===== src/rtl/spart_pkg.sv =====
`default_nettype none
// +----------------------------------------------------------------------------+
// | spart_pkg: shared types for the SPART receive path.                        |
// | Rev 1.0 - initial release                                                  |
// +----------------------------------------------------------------------------+
package spart_pkg;

  localparam int SYNC_STAGES = 2;

  typedef enum logic [2:0] {
    ST_IDLE    = 3'd0,
    ST_START   = 3'd1,
    ST_DATA    = 3'd2,
    ST_PARITY  = 3'd3,
    ST_STOP    = 3'd4,
    ST_WAIT_HI = 3'd5
  } rx_state_e;

endpackage
`default_nettype wire


===== src/rtl/spart_sync_fifo.sv =====
`default_nettype none
// +----------------------------------------------------------------------------+
// | spart_sync_fifo: show-ahead FIFO with push/pop/full/empty/count.           |
// | Rev 1.0 - initial release                                                  |
// +----------------------------------------------------------------------------+
module spart_sync_fifo #(
  parameter int DATA_W = 8,
  parameter int DEPTH  = 4
) (
  input  logic                         clk,
  input  logic                         rst,
  input  logic                         push_i,
  input  logic                         pop_i,
  input  logic [DATA_W-1:0]            wdata_i,
  output logic [DATA_W-1:0]            rdata_o,
  output logic                         full_o,
  output logic                         empty_o,
  output logic [$clog2(DEPTH+1)-1:0]   count_o
);

  localparam int AW = $clog2(DEPTH);
  localparam int CW = $clog2(DEPTH+1);

  logic [DATA_W-1:0] mem_q [DEPTH];
  logic [AW-1:0]     wr_ptr_q, rd_ptr_q;
  logic [CW-1:0]     count_q;
  logic              w_do_push, w_do_pop;

  assign empty_o = (count_q == '0);
  assign full_o  = (count_q == CW'(DEPTH));
  assign count_o = count_q;
  assign rdata_o = empty_o ? '0 : mem_q[rd_ptr_q];

  // A full FIFO still accepts a push when the head leaves in the same cycle.
  assign w_do_pop  = pop_i & ~empty_o;
  assign w_do_push = push_i & (~full_o | w_do_pop);

  always_ff @(posedge clk) begin
    if (w_do_push) mem_q[wr_ptr_q] <= wdata_i;
  end

  always_ff @(posedge clk or posedge rst) begin
    if (rst) begin
      wr_ptr_q <= '0;
      rd_ptr_q <= '0;
      count_q  <= '0;
    end else begin
      if (w_do_push) wr_ptr_q <= wr_ptr_q + AW'(1);
      if (w_do_pop)  rd_ptr_q <= rd_ptr_q + AW'(1);
      case ({w_do_push, w_do_pop})
        2'b10:   count_q <= count_q + CW'(1);
        2'b01:   count_q <= count_q - CW'(1);
        default: count_q <= count_q;
      endcase
    end
  end

endmodule
`default_nettype wire


===== src/rtl/spart_rx_fifo.sv =====
`default_nettype none
// +----------------------------------------------------------------------------+
// | spart_rx_fifo: oversampled serial receiver feeding a show-ahead RX FIFO.   |
// | Option macro SPART_PARITY_EN adds an even-parity bit and parity_err.       |
// | Rev 1.0 - initial release                                                  |
// +----------------------------------------------------------------------------+
module spart_rx_fifo
  import spart_pkg::*;
#(
  parameter int DATA_W = 8,
  parameter int DEPTH  = 4,
  parameter int OVS    = 16
) (
  input  logic                         clk,
  input  logic                         rst,
  input  logic                         baud_tick,
  input  logic                         rxd,
  input  logic                         rd_en,
  input  logic                         clr_err,
  output logic [DATA_W-1:0]            rd_data,
  output logic                         rda,
  output logic [$clog2(DEPTH+1)-1:0]   rx_count,
  output logic                         framing_err,
  output logic                         overrun_err
`ifdef SPART_PARITY_EN
  ,
  output logic                         parity_err
`endif
);

  localparam int CNT_W = $clog2(OVS);
  localparam int BIT_W = $clog2(DATA_W);

  rx_state_e               state_q, state_d;
  logic [SYNC_STAGES-1:0]  sync_q;
  logic [CNT_W-1:0]        cnt_q, cnt_d;
  logic [BIT_W-1:0]        bit_q, bit_d;
  logic [DATA_W-1:0]       shreg_q, shreg_d;
  logic                    framing_q, overrun_q;
  logic                    w_rxd_s, w_push, w_frame_set, w_full, w_empty;
  logic                    w_half, w_full_bit;
`ifdef SPART_PARITY_EN
  logic                    par_bad_q, par_bad_d, parity_q, w_par_set;
`endif

  assign w_rxd_s    = sync_q[SYNC_STAGES-1];
  assign w_half     = baud_tick && (cnt_q == CNT_W'(OVS/2 - 1));
  assign w_full_bit = baud_tick && (cnt_q == CNT_W'(OVS - 1));

  always_comb begin
    state_d     = state_q;
    cnt_d       = cnt_q;
    bit_d       = bit_q;
    shreg_d     = shreg_q;
    w_push      = 1'b0;
    w_frame_set = 1'b0;
`ifdef SPART_PARITY_EN
    par_bad_d   = par_bad_q;
    w_par_set   = 1'b0;
`endif
    if (baud_tick && state_q != ST_IDLE && state_q != ST_WAIT_HI)
      cnt_d = cnt_q + CNT_W'(1);
    case (state_q)
      ST_IDLE: begin
        if (baud_tick && !w_rxd_s) begin
          state_d = ST_START;
          cnt_d   = '0;
`ifdef SPART_PARITY_EN
          par_bad_d = 1'b0;
`endif
        end
      end
      ST_START: begin
        if (w_half) begin
          cnt_d   = '0;
          bit_d   = '0;
          state_d = w_rxd_s ? ST_IDLE : ST_DATA;
        end
      end
      ST_DATA: begin
        if (w_full_bit) begin
          cnt_d   = '0;
          shreg_d = {w_rxd_s, shreg_q[DATA_W-1:1]};
          if (bit_q == BIT_W'(DATA_W - 1)) begin
`ifdef SPART_PARITY_EN
            state_d = ST_PARITY;
`else
            state_d = ST_STOP;
`endif
          end else begin
            bit_d = bit_q + BIT_W'(1);
          end
        end
      end
`ifdef SPART_PARITY_EN
      ST_PARITY: begin
        if (w_full_bit) begin
          cnt_d   = '0;
          state_d = ST_STOP;
          if (^shreg_q ^ w_rxd_s) begin
            w_par_set = 1'b1;
            par_bad_d = 1'b1;
          end
        end
      end
`endif
      ST_STOP: begin
        if (w_full_bit) begin
          cnt_d = '0;
          if (w_rxd_s) begin
            state_d = ST_IDLE;
`ifdef SPART_PARITY_EN
            w_push  = ~par_bad_q;
`else
            w_push  = 1'b1;
`endif
          end else begin
            w_frame_set = 1'b1;
            state_d     = ST_WAIT_HI;
          end
        end
      end
      ST_WAIT_HI: begin
        // A held break must not look like a fresh start bit.
        if (w_rxd_s) state_d = ST_IDLE;
      end
      default: state_d = ST_IDLE;
    endcase
  end

  always_ff @(posedge clk or posedge rst) begin
    if (rst) begin
      state_q   <= ST_IDLE;
      sync_q    <= '1;
      cnt_q     <= '0;
      bit_q     <= '0;
      shreg_q   <= '0;
      framing_q <= 1'b0;
      overrun_q <= 1'b0;
`ifdef SPART_PARITY_EN
      par_bad_q <= 1'b0;
      parity_q  <= 1'b0;
`endif
    end else begin
      state_q   <= state_d;
      sync_q    <= {sync_q[SYNC_STAGES-2:0], rxd};
      cnt_q     <= cnt_d;
      bit_q     <= bit_d;
      shreg_q   <= shreg_d;
      framing_q <= (framing_q & ~clr_err) | w_frame_set;
      overrun_q <= (overrun_q & ~clr_err) | (w_push & w_full & ~rd_en);
`ifdef SPART_PARITY_EN
      par_bad_q <= par_bad_d;
      parity_q  <= (parity_q & ~clr_err) | w_par_set;
`endif
    end
  end

  spart_sync_fifo #(
    .DATA_W (DATA_W),
    .DEPTH  (DEPTH)
  ) u_fifo (
    .clk     (clk),
    .rst     (rst),
    .push_i  (w_push),
    .pop_i   (rd_en),
    .wdata_i (shreg_q),
    .rdata_o (rd_data),
    .full_o  (w_full),
    .empty_o (w_empty),
    .count_o (rx_count)
  );

  assign rda         = ~w_empty;
  assign framing_err = framing_q;
  assign overrun_err = overrun_q;
`ifdef SPART_PARITY_EN
  assign parity_err  = parity_q;
`endif

endmodule
`default_nettype wire


===== config.mk =====
export PLATFORM = sky130hd
export DESIGN_NAME = spart_rx_fifo
export DESIGN_NICKNAME = d
export VERILOG_FILES = /design/src/rtl/spart_pkg.sv /design/src/rtl/spart_sync_fifo.sv /design/src/rtl/spart_rx_fifo.sv
export SDC_FILE = /design/constraint.sdc
export NUM_CORES = 1
export LEC_CHECK = 0
export ABC_AREA = 0
export ABC_CLOCK_PERIOD_IN_PS = 2100
export BUFFER_PORTS_ARGS = -buffer_cell sky130_fd_sc_hd__buf_4
export CORE_MARGIN = 2
export CORE_UTILIZATION = 40
export CTS_CLUSTER_SIZE = 10
export DETAILED_ROUTE_END_ITERATION = 10
export PLACE_DENSITY = 0.66
export SLEW_MARGIN = 30
export SYNTH_ARGS = -nofsm -noshare
export SYNTH_HDL_FRONTEND = slang
export SYNTH_SLANG_ARGS = --single-unit

===== constraint.sdc =====
create_clock -name clk -period 2.1 [get_ports clk]
set_input_delay 0.21 -clock clk [delete_from_list [all_inputs] [get_ports clk]]
set_output_delay 0.21 -clock clk [all_outputs]
set_load 0.02 [all_outputs]

### Word-level counts from Yosys, hierarchy flattened

Memories as Yosys holds them, arrays and structs flattened.
Cells that the tools add are included.
Widths: inputs -> output; s select.

* add/sub/neg operators: 6
* eq/ne operators: 18
* mux-type cells: 28
* bitwise gates (word level): 13
* reductions and logical operators: 15

Operators by type and width (number)
* $mux 3: 10
* $mux 4: 4
* $pmux 3 s5: 1
* $ne 2x2->1 const B: 7
* $eq 3x3->1 const B: 4
* $pmux 3 s2: 2
* $pmux 4 s3: 1
* $mux 1: 8
* $mux 8: 1
* $add 3x1->3 const B: 2
* $and 1x1->1: 6
* $logic_not 3->1: 2
* $reduce_and 6->1: 1
* $logic_and 1x1->1: 5
* $add 2x1->2 const B: 2
* $add 4x1->4 const B: 1
* $eq 4x3->1 const B: 1
* $eq 4x4->1 const B: 1
* $not 1->1: 4
* $reduce_and 4->1: 1
* $reduce_bool 2->1: 2
* $eq 3x1->1 const B: 1
* $eq 3x2->1 const B: 1
* $ne 3x3->1 const B: 1
* other kinds (9): 11

* register bits after elaboration: 29
* bits in writable memories: 32
* input bits: 6
* output and inout bits: 14
* memories: 1

Memories
* u_fifo.mem_q: depth 4, width 8, rd ports 1, clocked after memory_dff 0, wr ports 1, line spart_sync_fifo.sv:24 `logic [DATA_W-1:0] mem_q [DEPTH];`

### Logic depth before layout (Yosys ltp)

Gate-level depths: netlist (run 1).

* depth after elaboration: 7
* mapped depth: 10

### Hierarchy

A second synthesis (run 1) with hierarchy kept.

* cells, all modules: 197
* area, all modules: 2792.7 um^2

Modules (own cells, without submodules)
* spart_sync_fifo: instances 1, cells each 106, area each 1729.2 um^2
* spart_rx_fifo: instances 1, cells each 91, area each 1063.5 um^2

### Least setup slack after synthesis (run 1)

OpenSTA, ideal clock, no wires.

* kind: reg2reg
* start point: register u_fifo.count_q[0] (netlist: u_fifo.count_o[0])
* end point: register u_fifo.count_q[1] (netlist: u_fifo.count_o[1])
* data arrival time: 2381 ps
* data required time: 2035 ps
* setup slack: -345 ps
* stages on the path, launching flop included: 9
* cells stage by stage: dfrtp_1 > buf_2 > or3_4 > clkbuf_1 > nand3_1 > fa_1 > a2111oi_0 > a31o_2 > a21o_1

* longest elaborated chain between the ends: 7
* elaborated cells between the ends (all ways): 13

Ends and longest elaborated chain
* from (decl): line spart_sync_fifo.sv:26 `logic [CW-1:0] count_q;`
* from (signal assigned): line spart_sync_fifo.sv:51 `2'b10: count_q <= count_q + CW'(1);`
* from (signal assigned): line spart_sync_fifo.sv:52 `2'b01: count_q <= count_q - CW'(1);`
* from (signal assigned): line spart_sync_fifo.sv:53 `default: count_q <= count_q;`
* $logic_not 3->1 *: line spart_sync_fifo.sv:29 `assign empty_o = (count_q == '0);`
* $not 1->1 *
* net rda: line spart_rx_fifo.sv:21 `output logic rda,`
* $and 1x1->1 *: line spart_sync_fifo.sv:35 `assign w_do_pop = pop_i & ~empty_o;`
* $or 1x1->1: line spart_sync_fifo.sv:36 `assign w_do_push = push_i & (~full_o | w_do_pop);`
* $and 1x1->1: line spart_sync_fifo.sv:36
* $eq 2x1->1 / $eq 2x2->1 (equally long branches): line spart_sync_fifo.sv:50 `case ({w_do_push, w_do_pop})`
* $pmux 3 s2 / $reduce_bool 2->1 (equally long branches)

Mark *: on every way through the listed nets, which the timed path passes. The rest lies on a longest branch.
A chain may end at the register's enable or synchronous reset.

### Worst setup path after layout (run 1)

* start point: register cnt_q[0]
* end point: register u_fifo.count_q[1] (netlist: u_fifo.count_o[1])

* longest elaborated chain between the ends: 7
* elaborated cells between the ends (all ways): 9

Ends and longest elaborated chain
* from (decl): line spart_rx_fifo.sv:36 `logic [CNT_W-1:0] cnt_q, cnt_d;`
* from (signal assigned): line spart_rx_fifo.sv:147 `cnt_q <= cnt_d;`
* $eq 4x4->1 *: line spart_rx_fifo.sv:48 `assign w_full_bit = baud_tick && (cnt_q == CNT_W'(OVS - 1));`
* $logic_and 1x1->1 *: line spart_rx_fifo.sv:48
* $mux 1 *: line spart_rx_fifo.sv:108 `if (w_full_bit) begin`
* $mux 1 *: line spart_rx_fifo.sv:63 `case (state_q)`
* $and 1x1->1 *: line spart_sync_fifo.sv:36
* $eq 2x1->1 / $eq 2x2->1 (equally long branches): line spart_sync_fifo.sv:50
* $pmux 3 s2 / $reduce_bool 2->1 (equally long branches)

Every way passes the cells marked *; elsewhere a longest branch is shown, timed or not.

==> results of run 1 <==
-- per-layer routing --
| layer | GRT usage, % | up-vias | wire [µm] |
|---|---|---|---|
| met1 | 19.3 | 853 | 2390 |
| met3 | 4.76 | 9 | 203 |
| li1 | - | 842 | - |
| met5 | 0 | - | 0 |
| met2 | 21.7 | 42 | 2370 |
| met4 | 7.30 | 0 | 86 |
-- cells by family after synthesis --
kind of cell / share of synthesized area (%)
AOI/OAI and AO/OA: 7.72
xor gates and xnor gates: 2.76
and+or+nand+nor: 12.0
DFF: 59.2
muxes: 11.0
buffers and inverters: 3.64
adders and majority gates: 3.77
-- worst paths after layout --
check,startpoint,end,slack (ps),cells past startpoint
min in group asynchronous,rst,bit_q[2],500,4
min reg2reg,sync_q[0],sync_q[1],390,0
min,clr_err,overrun_err,60,2
max,cnt_q[0],u_fifo.count_o[1],80,8
max reg2reg,cnt_q[0],u_fifo.count_o[1],80,8
max in group asynchronous,rst,sync_q[1],1270,4
-- critical path, stage by stage, from the launching register on --
cell       delay, ps
dfrtp_1          400
ha_2             200
nand4_1           90
or2_1            150
nand3_2           90
fa_2             570
a2111oi_4         40
a31o_2           230
a21o_1           150
-- timing repair --
item / in CTS / in global routing
endpoints found under the setup margin: 0 / 21
setup buffers: 0 / 2
hold buffers: 2 / 0
gates resized for setup: 0 / 3
hold endpoints to repair: 28 / 0
-- area by class of cell --
cell class | count | area share [%]
sequential | 61 | 49.3
multi-input combinational | 119 | 31.8
timing repair buffer | 42 | 9.34
clock buffer | 9 | 3.61
tap | 96 | 3.50
inverter | 12 | 1.31
clock inverter | 6 | 1.20
-- synth_stat cells (2+ instances only) --
cell,count,area (µm²)
a31oi_1,4,25.0
nor2_1,7,26.3
dfstp_2,2,52.6
o211ai_1,4,30.0
and2_1,13,81.3
nand2_1,5,18.8
nor4b_1,2,17.5
xor2_1,5,43.8
mux4_2,8,180
nand3_1,6,30.0
a21o_1,2,15.0
ha_1,7,87.6
a22o_1,2,17.5
or4_1,3,22.5
o22ai_1,3,18.8
o21ai_0,4,20.0
xnor2_1,4,35.0
dfrtp_1,27,676
mux2i_1,2,20.0
inv_1,12,45.0
clkbuf_1,4,15.0
a21oi_1,3,15.0
edfxtp_1,32,961
nor3_1,2,10.0
buf_2,5,25.0
mux2_2,10,113
-- flip-flops by register name (all words and copies together), names as in the netlist --
signal           cells
state_q              3
u_fifo.count_o       3
bit_q                3
u_fifo.mem_q        32
overrun_err          1
sync_q               2
cnt_q                4
shreg_q              8
u_fifo.rd_ptr_q      2
framing_err          1
u_fifo.wr_ptr_q      2
-- where the power goes --
part / internal, mW / switching (mW) / total, mW / leakage (nW)
clock: 0.415 / 0.466 / 0.881 / 0.0670
sequential: 1.35 / 0.104 / 1.45 / 0.689
combinational: 0.517 / 0.559 / 1.08 / 0.639
total: 2.28 / 1.13 / 3.41 / 1.40
-- metrics by stage --
step	instance area (µm²)	TNS (ps)	utilization [%]	worst slack, ps	hold slack [ps]
after floorplan	2890	-21.6	-	-21.6	214
after global placement	3220	0	47.1	86.6	321
after detailed placement	3220	0	47.1	46.8	320
after CTS	3400	0	49.8	10.5	43.9
after global routing	3430	-7.81	50.2	-7.81	46.3
final	3430	0	50.2	77.7	58.9
==> run_results.csv, run 1 <==
group,metric,value,unit
status,status,"finished clean",
floorplanning,io_pins,20,
synth,synth-edff-count,32,
worst_setup_path,required,2330,ps
grt,grt.total_usage,14.6,%
finish,fillerInstances,604,
clocking,cts_sinks,61,
power_and_ir_drop,p_per_area,993,nW/µm²
synth,ys_seq_area_share,59.2,%
floorplanning,core-area,6830,µm²
worst_setup_path,worstSetupPathType,"flip-flop to flip-flop",
finish,antenna_cells,0,
finish,mostFrequentLayoutCells,"buf_4 (40), edfxtp_1 (32), dfrtp_1 (26)",
worst_setup_path,crit_arrival,2250,ps
finish,final_common_cell,"buf_4",
finish,multi_input_area,1090,µm²
synth,ys_ff_latch,61,
synth,synthArstFlopShare,47.5,%
route,post_drt_wl_per_cell,14.6,µm
synth,syn_nets,217,
power_and_ir_drop,p_leak,1.40,nW
worst_setup_path,endpoint_kind,"flip-flop",
place,dpl.cell_count,326,
grt,grt_pass1_vias,1735,
synth,postSynthCellCount,203,
synth,synthFlopType,"edfxtp_1",
sta,setup_viol,0,
place,dp_hpwl,3.26,mm
sta,max_freq,0.494,GHz
route,drt-initial-drc-count,76,
sta,clock_skew,11.2,ps
route,routed_wl,5.05,mm
min_path,min_path_type,"primary input to flip-flop",
synth,syn_area_per_cell,14.1,µm²
place,gp_congestion,0.845,
clocking,cts.clk_slew.worst_paths,70,ps
route,drtPass1Iterations,4,
grt,grt_remaining_overflow,0,
sta,hold_violations,0,
floorplanning,rows,30,
power_and_ir_drop,vdd_drop_max,295,µV
sta,layout_worst_path_cycle_share,96.3,%
finish,ff_latch_area,1690,µm²
clocking,clockRootBuffer,"clkbuf_8",
clocking,tritoncts,"built",
flow_run,maxCapViolCount,0,
route,vias,1746,
finish,nets,259,
clocking,clk_latency,340,ps
sta,slew_viol_final,0,
power_and_ir_drop,total_power,3.41,mW
route,ant_nets,0,
sta,min_period,2020,ps
finish,fin_cells,345,
sta,max_slew_margin,67.6,%
route,viasPerCell,5.06,
floorplanning,die-area,7830,µm²
clocking,clk_path_buf_depth,2,
worst_setup_path,cp_max_fo,3,
route,drc,0,
sta,worst_pin_slew,482,ps
floorplanning,die_h,88.5,µm
synth,synth_warnings,0,
clocking,cts_buffers,9,
finish,layout-drive-gt1-share,34.1,%
synth,yosysUniqueCellTypes,51,
floorplanning,start_util,41.8,%
grt,grt_max_degree,30,
grt,grt_pass1_wl,8.38,mm
finish,area_growth,20.2,%
place,io_buffers,19,
grt,antenna_found_initial,0,
synth,synth_area,2850,µm²
floorplanning,fp.dieW,88.5,µm
clocking,htree_levels,3,
worst_setup_path,crit_path_start_kind,"flip-flop",
Note: power is estimated with default switching activity, not from simulation.
==> inputs of run 2 (changes only) <==
--- a/config.mk
+++ b/config.mk
@@ -7,12 +7,14 @@
 export LEC_CHECK = 0
 export ABC_AREA = 0
 export ABC_CLOCK_PERIOD_IN_PS = 2100
-export BUFFER_PORTS_ARGS = -buffer_cell sky130_fd_sc_hd__buf_4
+export BUFFER_PORTS_ARGS = -buffer_cell sky130_fd_sc_hd__buf_2
+export CELL_PAD_IN_SITES_DETAIL_PLACEMENT = 1
+export CELL_PAD_IN_SITES_GLOBAL_PLACEMENT = 1
 export CORE_MARGIN = 2
-export CORE_UTILIZATION = 40
+export CORE_UTILIZATION = 45
 export CTS_CLUSTER_SIZE = 10
 export DETAILED_ROUTE_END_ITERATION = 10
-export PLACE_DENSITY = 0.66
+export PLACE_DENSITY = 0.82
 export SLEW_MARGIN = 30
 export SYNTH_ARGS = -nofsm -noshare
 export SYNTH_HDL_FRONTEND = slang
==> run_results.csv, run 2 (synthesized netlist as in run 1, its figures left out) <==
group,metric,value,unit
route,drc,0,
worst_setup_path,reg2reg_to,"u_fifo.count_o[1]",
sta,slew_viol_final,0,
sta,min_period,2040,ps
finish,layout-drive-gt1-share,34.9,%
route,ant_nets,0,
place,io_buffers,19,
sta,worst_pin_slew,548,ps
finish,final_common_cell,"edfxtp_1",
finish,nets,261,
power_and_ir_drop,p_leak,1.42,nW
power_and_ir_drop,p_per_area,1050,nW/µm²
worst_setup_path,crit_arrival,2270,ps
sta,setup_ws,55.1,ps
power_and_ir_drop,vdd_drop_max,803,µV
route,routed_wl,5.96,mm
worst_setup_path,worstSetupPathType,"flip-flop to flip-flop",
route,post_drt_wl_per_cell,18.1,µm
sta,hold_violations,0,
grt,grt_max_degree,30,
worst_setup_path,required,2330,ps
route,vias,1809,
route,drt-initial-drc-count,117,
place,pre_cts_ws,9.26,ps
floorplanning,core-area,6240,µm²
worst_setup_path,cp_max_fo,2,
grt,grt_remaining_overflow,0,
grt,antenna_found_initial,0,
min_path,hold_end,"overrun_err",
floorplanning,rows,29,
worst_setup_path,crit_path_start_kind,"flip-flop",
route,drtPass1Iterations,4,
worst_setup_path,worstRegToRegCells,8,
flow_run,maxCapViolCount,0,
grt,grt_pass1_vias,1979,
route,viasPerCell,5.50,
sta,rsz0062_at_grt,"yes",
worst_setup_path,cp-startpoint,"cnt_q[0]",
floorplanning,io_pins,20,
finish,largestRegisters,"u_fifo.mem_q (32), shreg_q (8), cnt_q (4)",
place,dp_hpwl,4.08,mm
finish,largest_reg_flops,32,
sta,hold_slack,83.4,ps
sta,max_freq,0.489,GHz
finish,area_growth,19.5,%
worst_setup_path,ff2ff_setup_slack,60,ps
worst_setup_path,endpoint_kind,"flip-flop",
min_path,hp-start,"clr_err",
sta,max_slew_margin,63.2,%
clocking,clk_path_buf_depth,2,
floorplanning,fp.dieW,83.6,µm
floorplanning,die_h,83.6,µm
clocking,tritoncts,"built",
status,status,"finished clean",
clocking,clockRootBuffer,"clkbuf_8",
sta,layout_worst_path_cycle_share,97.4,%
clocking,clk_latency,340,ps
worst_setup_path,timing.rr.start,"cnt_q[0]",
place,gp_congestion,0.786,
clocking,htree_levels,3,
grt,grt_pass1_wl,10.0,mm
floorplanning,die-area,6990,µm²
min_path,hold_depth,2,
finish,antenna_cells,0,
sta,setup_viol,0,
finish,largest_register,"u_fifo.mem_q",
floorplanning,start_util,45.7,%
sta,clock_skew,9.93,ps
clocking,cts_sinks,61,
clocking,cts.clk_slew.worst_paths,70,ps
clocking,cts_buffers,9,
grt,grt.total_usage,18.8,%
min_path,min_path_type,"primary input to flip-flop",
finish,mostFrequentLayoutCells,"edfxtp_1 (32), dfrtp_1 (26), buf_4 (23)",
==> run 2: cell types whose count changed in the layout (fill, tap and decap cells not counted), sizes merged <==
cell | before | now
buf | 40 | 42
bufinv | 0 | 1
clkbuf | 9 | 11
clkinv | 1 | 2
clkinvlp | 5 | 2
==> run 2: worst max-delay path by stage <==
stage | to | slack, ps | depth (start not counted)
finish | u_fifo.count_o[1] | 60 | 8
global route | u_fifo.count_o[1] | -70 | 8
CTS | u_fifo.count_o[1] | 8 | 8
floorplan | u_fifo.count_o[1] | -20 | 9
global placement | u_fifo.count_o[1] | 90 | 8
detailed placement | u_fifo.count_o[1] | 9 | 8
==> run 2: routing by layer <==
metal / track usage [%] / wire [µm] / part of all wire, %
met2: 32.7 / 3170 / 53
met5: 0 / 0 / 0
met4: 8.36 / 107 / 1.8
met1: 22.5 / 2530 / 43
met3: 3.86 / 146 / 2.5
==> run 2: power breakdown <==
group          total (mW)  leakage [nW]  switching, mW  internal [mW]
clock                1.02        0.0897          0.468          0.553
sequential           1.44         0.689         0.0898           1.35
combinational        1.11         0.641          0.617          0.490
==> run 2: final cells by class <==
type,instances,area [µm²]
clock inverters,5,62.6
fillers,639,2830
multi-input cells,119,1100
flip-flops and latches,61,1690
clock buffers,11,131
repair buffers,44,288
well taps,77,96.3
inverters,12,45.0
==> run 2: critical path, stage by stage, from the launching register on <==
cell and delay, ps:
dfrtp_1 390, ha_2 200, nand4_1 100, or2_1 160, nand3_2 100, fa_2 580, a2111oi_4 40, a31o_2 230
a21o_1 150
==> run 2: stage by stage <==
step                total power, mW  setup TNS [ps]  area, µm²  utilization [%]  std cells
floorplan                      2.20           -21.6       2890                -        203
global placement               2.47               0       3150             50.5        308
detailed placement             2.53               0       3150             50.5        308
CTS                            3.57               0       3370             54.0        327
global route                   3.76            -107       3410             54.6        329
finish                         3.56               0       3410             54.6        329
==> run 2: timing repair <==
item                       4_1_cts  5_1_grt
hold endpoints to repair        28        0
hold buffers                     2        0
pin swaps                        1        4
setup endpoints to repair        1       23
setup buffers                    1        2
resized for setup                0        4
